**config.mk**
```make
export PLATFORM = sky130hd
export DESIGN_NAME = yuv_to_rgb_pipe
export DESIGN_NICKNAME = d
export VERILOG_FILES = /design/src/rtl/yuv_rgb_pkg.sv /design/src/rtl/yuv_clamp_u8.sv /design/src/rtl/yuv_to_rgb_pipe.sv
export SDC_FILE = /design/constraint.sdc
export NUM_CORES = 1
export LEC_CHECK = 0
export BUFFER_PORTS_ARGS = -buffer_cell sky130_fd_sc_hd__buf_2
export CELL_PAD_IN_SITES_DETAIL_PLACEMENT = 1
export CELL_PAD_IN_SITES_GLOBAL_PLACEMENT = 1
export CORE_MARGIN = 3
export CORE_UTILIZATION = 45
export CTS_CLUSTER_DIAMETER = 60
export CTS_CLUSTER_SIZE = 30
export DETAILED_ROUTE_END_ITERATION = 6
export PLACE_DENSITY = 0.76
export SYNTH_ARGS = -nofsm -noshare
export SYNTH_HDL_FRONTEND = slang
export SYNTH_SLANG_ARGS = --single-unit
```
**constraint.sdc**
```tcl
create_clock -name clk -period 5.4 [get_ports clk]
set_input_delay 0.27 -clock clk [delete_from_list [all_inputs] [get_ports clk]]
set_output_delay 0.27 -clock clk [all_outputs]
set_load 0.01 [all_outputs]
```
**src/rtl/yuv_rgb_pkg.sv**
```systemverilog
// Shared fixed-point constants and stage payload types for the YUV<->RGB converters.
// Coefficients are Q14; the accumulator width is chosen so no intermediate sum can overflow.
package yuv_rgb_pkg;

    localparam int FRAC_BITS = 14;
    localparam int ROUND     = 8192;
    localparam int ACC_W     = 30;
    localparam int COEF_W    = 18;
    localparam int PROD_W    = 27;
    localparam int CHROMA_W  = 9;

    localparam logic signed [COEF_W-1:0] C_RV =  18'sd18675;
    localparam logic signed [COEF_W-1:0] C_GU = -18'sd6466;
    localparam logic signed [COEF_W-1:0] C_GV = -18'sd9513;
    localparam logic signed [COEF_W-1:0] C_BU =  18'sd33294;

    typedef logic signed [PROD_W-1:0] prod_t;
    typedef logic signed [ACC_W-1:0]  acc_t;

    typedef struct packed {
        logic [7:0] y;
        prod_t      rv;
        prod_t      gu;
        prod_t      gv;
        prod_t      bu;
    } s1_t;

    typedef struct packed {
        acc_t r;
        acc_t g;
        acc_t b;
    } s2_t;

    function automatic prod_t mul_coef(input logic signed [CHROMA_W-1:0] a,
                                       input logic signed [COEF_W-1:0]   c);
        return prod_t'(a) * prod_t'(c);
    endfunction

    // Round-to-nearest via floor shift of (sum + half), then add luma.
    function automatic acc_t round_add_y(input acc_t sum, input logic [7:0] y);
        acc_t y_ext;
        y_ext = acc_t'({1'b0, y});
        return y_ext + ((sum + acc_t'(ROUND)) >>> FRAC_BITS);
    endfunction

endpackage

```
**src/rtl/yuv_clamp_u8.sv**
```systemverilog
// Saturates a signed accumulator value to the unsigned 0..255 pixel range.
module yuv_clamp_u8
    import yuv_rgb_pkg::*;
(
    input  acc_t       din,
    output logic [7:0] dout
);

    // NOTE: default assigned first so every path drives dout and no latch is inferred.
    always_comb begin
        dout = din[7:0];
        if (din < 0)
            dout = 8'd0;
        else if (din > acc_t'(255))
            dout = 8'd255;
    end

endmodule

```
**src/rtl/yuv_to_rgb_pipe.sv**
```systemverilog
// Three-stage YUV -> RGB888 converter with valid/ready handshake and whole-pipe stall.
// S1 multiplies, S2 sums/rounds/adds luma, S3 clamps into the output registers.
module yuv_to_rgb_pipe
    import yuv_rgb_pkg::*;
#(
    parameter int USER_W = 2
) (
    input  logic                       clk,
    input  logic                       rst_n,
    input  logic                       in_valid,
    output logic                       in_ready,
    input  logic [7:0]                 y,
    input  logic signed [CHROMA_W-1:0] u,
    input  logic signed [CHROMA_W-1:0] v,
    input  logic [USER_W-1:0]          in_user,
    output logic                       out_valid,
    input  logic                       out_ready,
    output logic [7:0]                 r,
    output logic [7:0]                 g,
    output logic [7:0]                 b,
    output logic [USER_W-1:0]          out_user
);

    logic              adv;
    logic              s1_valid, s2_valid;
    s1_t               s1, s1_d;
    s2_t               s2, s2_d;
    logic [USER_W-1:0] s1_user, s2_user;
    logic [7:0]        r_d, g_d, b_d;

    // The whole pipe moves together, so the output register being free is the only gate.
    assign adv      = !out_valid || out_ready;
    assign in_ready = adv;

    assign s1_d = '{y:  y,
                    rv: mul_coef(v, C_RV),
                    gu: mul_coef(u, C_GU),
                    gv: mul_coef(v, C_GV),
                    bu: mul_coef(u, C_BU)};

    assign s2_d = '{r: round_add_y(acc_t'(s1.rv), s1.y),
                    g: round_add_y(acc_t'(s1.gu) + acc_t'(s1.gv), s1.y),
                    b: round_add_y(acc_t'(s1.bu), s1.y)};

    yuv_clamp_u8 u_clamp_r (.din(s2.r), .dout(r_d));
    yuv_clamp_u8 u_clamp_g (.din(s2.g), .dout(g_d));
    yuv_clamp_u8 u_clamp_b (.din(s2.b), .dout(b_d));

    always_ff @(posedge clk) begin
        if (!rst_n) begin
            s1_valid  <= 1'b0;
            s2_valid  <= 1'b0;
            out_valid <= 1'b0;
            r         <= '0;
            g         <= '0;
            b         <= '0;
            out_user  <= '0;
        end else if (adv) begin
            s1_valid  <= in_valid;
            s2_valid  <= s1_valid;
            out_valid <= s2_valid;
            if (s2_valid) begin
                r        <= r_d;
                g        <= g_d;
                b        <= b_d;
                out_user <= s2_user;
            end
        end
    end

    // NOTE: inner datapath registers carry no reset; their contents are ignored until the
    // matching valid bit is set, so resetting them would only add fan-out on rst_n.
    always_ff @(posedge clk) begin
        if (adv && in_valid) begin
            s1      <= s1_d;
            s1_user <= in_user;
        end
        if (adv && s1_valid) begin
            s2      <= s2_d;
            s2_user <= s1_user;
        end
    end

endmodule

```
==> impl_results.md <==
- Status: finished clean
- Crit path from: u[3]
- R2r setup slk: 440 ps
- Post-synthesis mux area share: 0.185%
- Cell taking the most area after synthesis: ha_1
- Vias: 11.0k
- Endpoint, Worst Hold: s1[115]$_DFFE_PP_
- Detailed Route WL: 36100 um
- Setup ws final: 401 ps
- DIE AREA: 38300 sq um
- Setup TNS: 0 ps
- VDD IR-drop max: 0.326 mV
- Seq pwr share: 20.2%
- Sequential fraction of the synthesis area: 26.2%
- Total iterations of the first detailed-routing run: 4
- H-tree Lvls: 4
- CTS tree: built
- Synth Register Bits: 151
- Clock Sinks: 151
- Rel. slew slack: 29.0%
- Comb power frac: 69.8%
- DP Worst Slack: -39.1 ps
- Switching pwr: 4.95 mW
- Routability Congestion: 0.894
- Syn Nets: 2035
- Clock Latency Late Sink: 440 ps
- Antenna cells: 0
- Die Span Y: 196 um
- Root Buffer: clkbuf_16
- Hold WS: 23.6 ps
- Area of the core: 35100 sq um
- Reg-to-reg endpoint: s2[42]$_DFFE_PP_
- Period utilization: 92.6%
- Placed insts: 2051
- Worst hold start: y[7]
- Top cells by count, synth: ha_1 (337), inv_1 (254), fa_1 (137)
- RR Startpoint: s1[31]$_DFFE_PP_
- Vias in the first global route: 12.3k
- Int Power: 6.05 mW
- Final setup fails: 0
- Post-synthesis compound-gate area fraction: 8.34%
- YS warnings: 0
- Largest cells by area after synthesis: ha_1 (26%), edfxtp_1 (23%), fa_1 (17%)
- WL/cell: 17.3 um
- CP Max Fanout: 5
- Clock Skew: 17.0 ps
- Post-Syn Area: 16200 sq um
- Hold Fails Final Rpt: 0
- Pins Over Slew Limit: 0
- CP Data Arrival Time: 5270 ps
- Iter 0 DRT Violations: 260
- Post-Synth Simple-Gate Area: 9.61%
- Main combinational cell family by area after synthesis: adder cells
- Most used DFF post-synth: edfxtp_1
- RSZ-0062 raised after global routing: false
- IO Pins: 60
- Synth top area share: 26.0%
- Fin cells: 2090
- Nature of the critical path startpoint: primary input
- Critical Path RT: 5670 ps
- Post-synth ARST share: 0%
- Kind of critical path: in2reg
- Tot Pwr: 11.0 mW
- Most frequent cell after synthesis: ha_1
- MaxCap Viol Count: 0
- Avg Inst Size Synth: 10.6 sq um
- Clock network power share: 10.0%
- Adder-Cell Fraction of Synth Area: 43.0%
- Reg2Reg Depth: 20
- Post-synth cell types: 71
- Worst slew pin tran: 1070 ps
- I/O Buffers: 59
- Setup crit end kind: flip-flop
- Antenna violations before repair: 0
- Fmax: 0.200 GHz
- Worst hold path type: in2reg
- Clk buf depth: 2
- Vias per cell: 5.28
- Layout cells sized above 1: 7.83%
- Number of enable flip-flop cells after synthesis: 122
- Final HPWL DP: 30500 um
- # DRC: 0
- Leak: 8.63 nW
- Total congestion overflow: 0
- Final ANT Viol Nets: 0
- Post-route minimum period: 5000 ps
- Largest net degree at the start of global routing: 82
- First-pass GRT wire length: 61200 um
- FP Rows: 68
- Layout area overhead: 9.76%
- Switching portion of total power: 45.0%
- Initial Util: 46.2%
- PwrDens: 618 nW/um^2
- Die W: 196 um
- Hold Crit Depth: 1
- Setup Fix Bufs, Post-CTS: 0
- GRT Total Usage: 19.6%
- Final net count: 2128
- Total CTS buffers: 17
- Post-synthesis cell count: 1529
- Clock-pin transition on the worst setup and hold timing paths: 60 ps
- XOR/XNOR share of the synthesized area: 6.44%
[power by group through the flow]
| stage | combinational [mW] | clock [mW] | sequential, mW |
|---|---|---|---|
| floorplan | 5.88 | 0 | 2.18 |
| global placement | 7.22 | 0 | 2.23 |
| detailed placement | 7.63 | 0 | 2.25 |
| CTS | 7.76 | 1.13 | 2.22 |
| global route | 8.84 | 1.18 | 2.25 |
| finish | 7.68 | 1.10 | 2.22 |
[cell families after synthesis]
group | after synthesis
flip-flops | 151
AO/OA/AOI/OAI | 213
adder cells (fa/ha/maj) | 474
XOR/XNOR | 117
multiplexers | 3
buffers and inverters | 270
AND/OR/NAND/NOR | 301
[registers in the layout, summed over array words and instances, names as in the netlist]
register   flops
out_user       2
b              8
s2_valid       1
s1_valid       1
r              8
s1_user        2
s1            78
g              8
s2            40
out_valid      1
s2_user        2
[worst max path at each step]
stage / end / slack, ps / cells past startpoint
floorplan: s1[76]$_DFFE_PP_ / 520 / 17
global placement: s1[76]$_DFFE_PP_ / 110 / 18
detailed placement: s1[76]$_DFFE_PP_ / -40 / 18
CTS: s1[76]$_DFFE_PP_ / 390 / 18
global route: s2[42]$_DFFE_PP_ / 30 / 20
finish: s1[76]$_DFFE_PP_ / 400 / 18
[cells in the final DEF, fill, tap and decap left out, types with 17 or more instances in the layout]
cell type / n
nor2_1: 90
a21o_1: 20
xor2_1: 40
nor2b_1: 37
o21bai_1: 17
edfxtp_1: 122
nand3_1: 21
clkbuf_16: 17
dfxtp_1: 29
nor3_1: 46
xnor2_1: 76
fa_1: 137
buf_2: 59
o21ai_1: 20
a21oi_1: 90
ha_1: 337
nand2_1: 36
inv_1: 254
buf_4: 23
[area by class of cell]
cell class,instances,area (sq um)
clock buffers,22,454
clock inverters,10,76.3
fillers,3852,17300
inverters,255,957
multi-input cells,1108,10900
flip-flops and latches,151,4240
well taps,455,569
repair buffers,89,538
[critical path: stages]
cell and delay [ps]:
buf_2 120, fa_1 590, fa_1 560, inv_1 50, fa_1 480, inv_1 60
fa_1 470, ha_1 310, ha_1 350, a21o_1 200, a21oi_1 200, o21bai_1 100
a21o_1 210, a21oi_1 220, o21ai_1 130, or4_1 450, a2111o_1 390, o211ai_1 100
[stage by stage]
step	area [sq um]	util, %
after floorplan	16200	-
after global placement	17200	49.0
after detailed placement	17200	49.0
after CTS	17800	50.7
after global routing	17800	50.7
final	17800	50.7
[per-layer routing]
metal | GRT usage (%) | vias to the layer above | wire [um]
li1 | - | 5390 | -
met1 | 24.6 | 5471 | 16300
met2 | 35.6 | 131 | 18300
met3 | 2.56 | 43 | 818
met4 | 5.36 | 0 | 681
met5 | 0 | - | 0
[repair_timing]
item,4_1_cts,5_1_grt
gates resized for setup,0,0
hold buffers,7,0
hold endpoints to repair,7,0
Power figures use the tool's default switching activity.
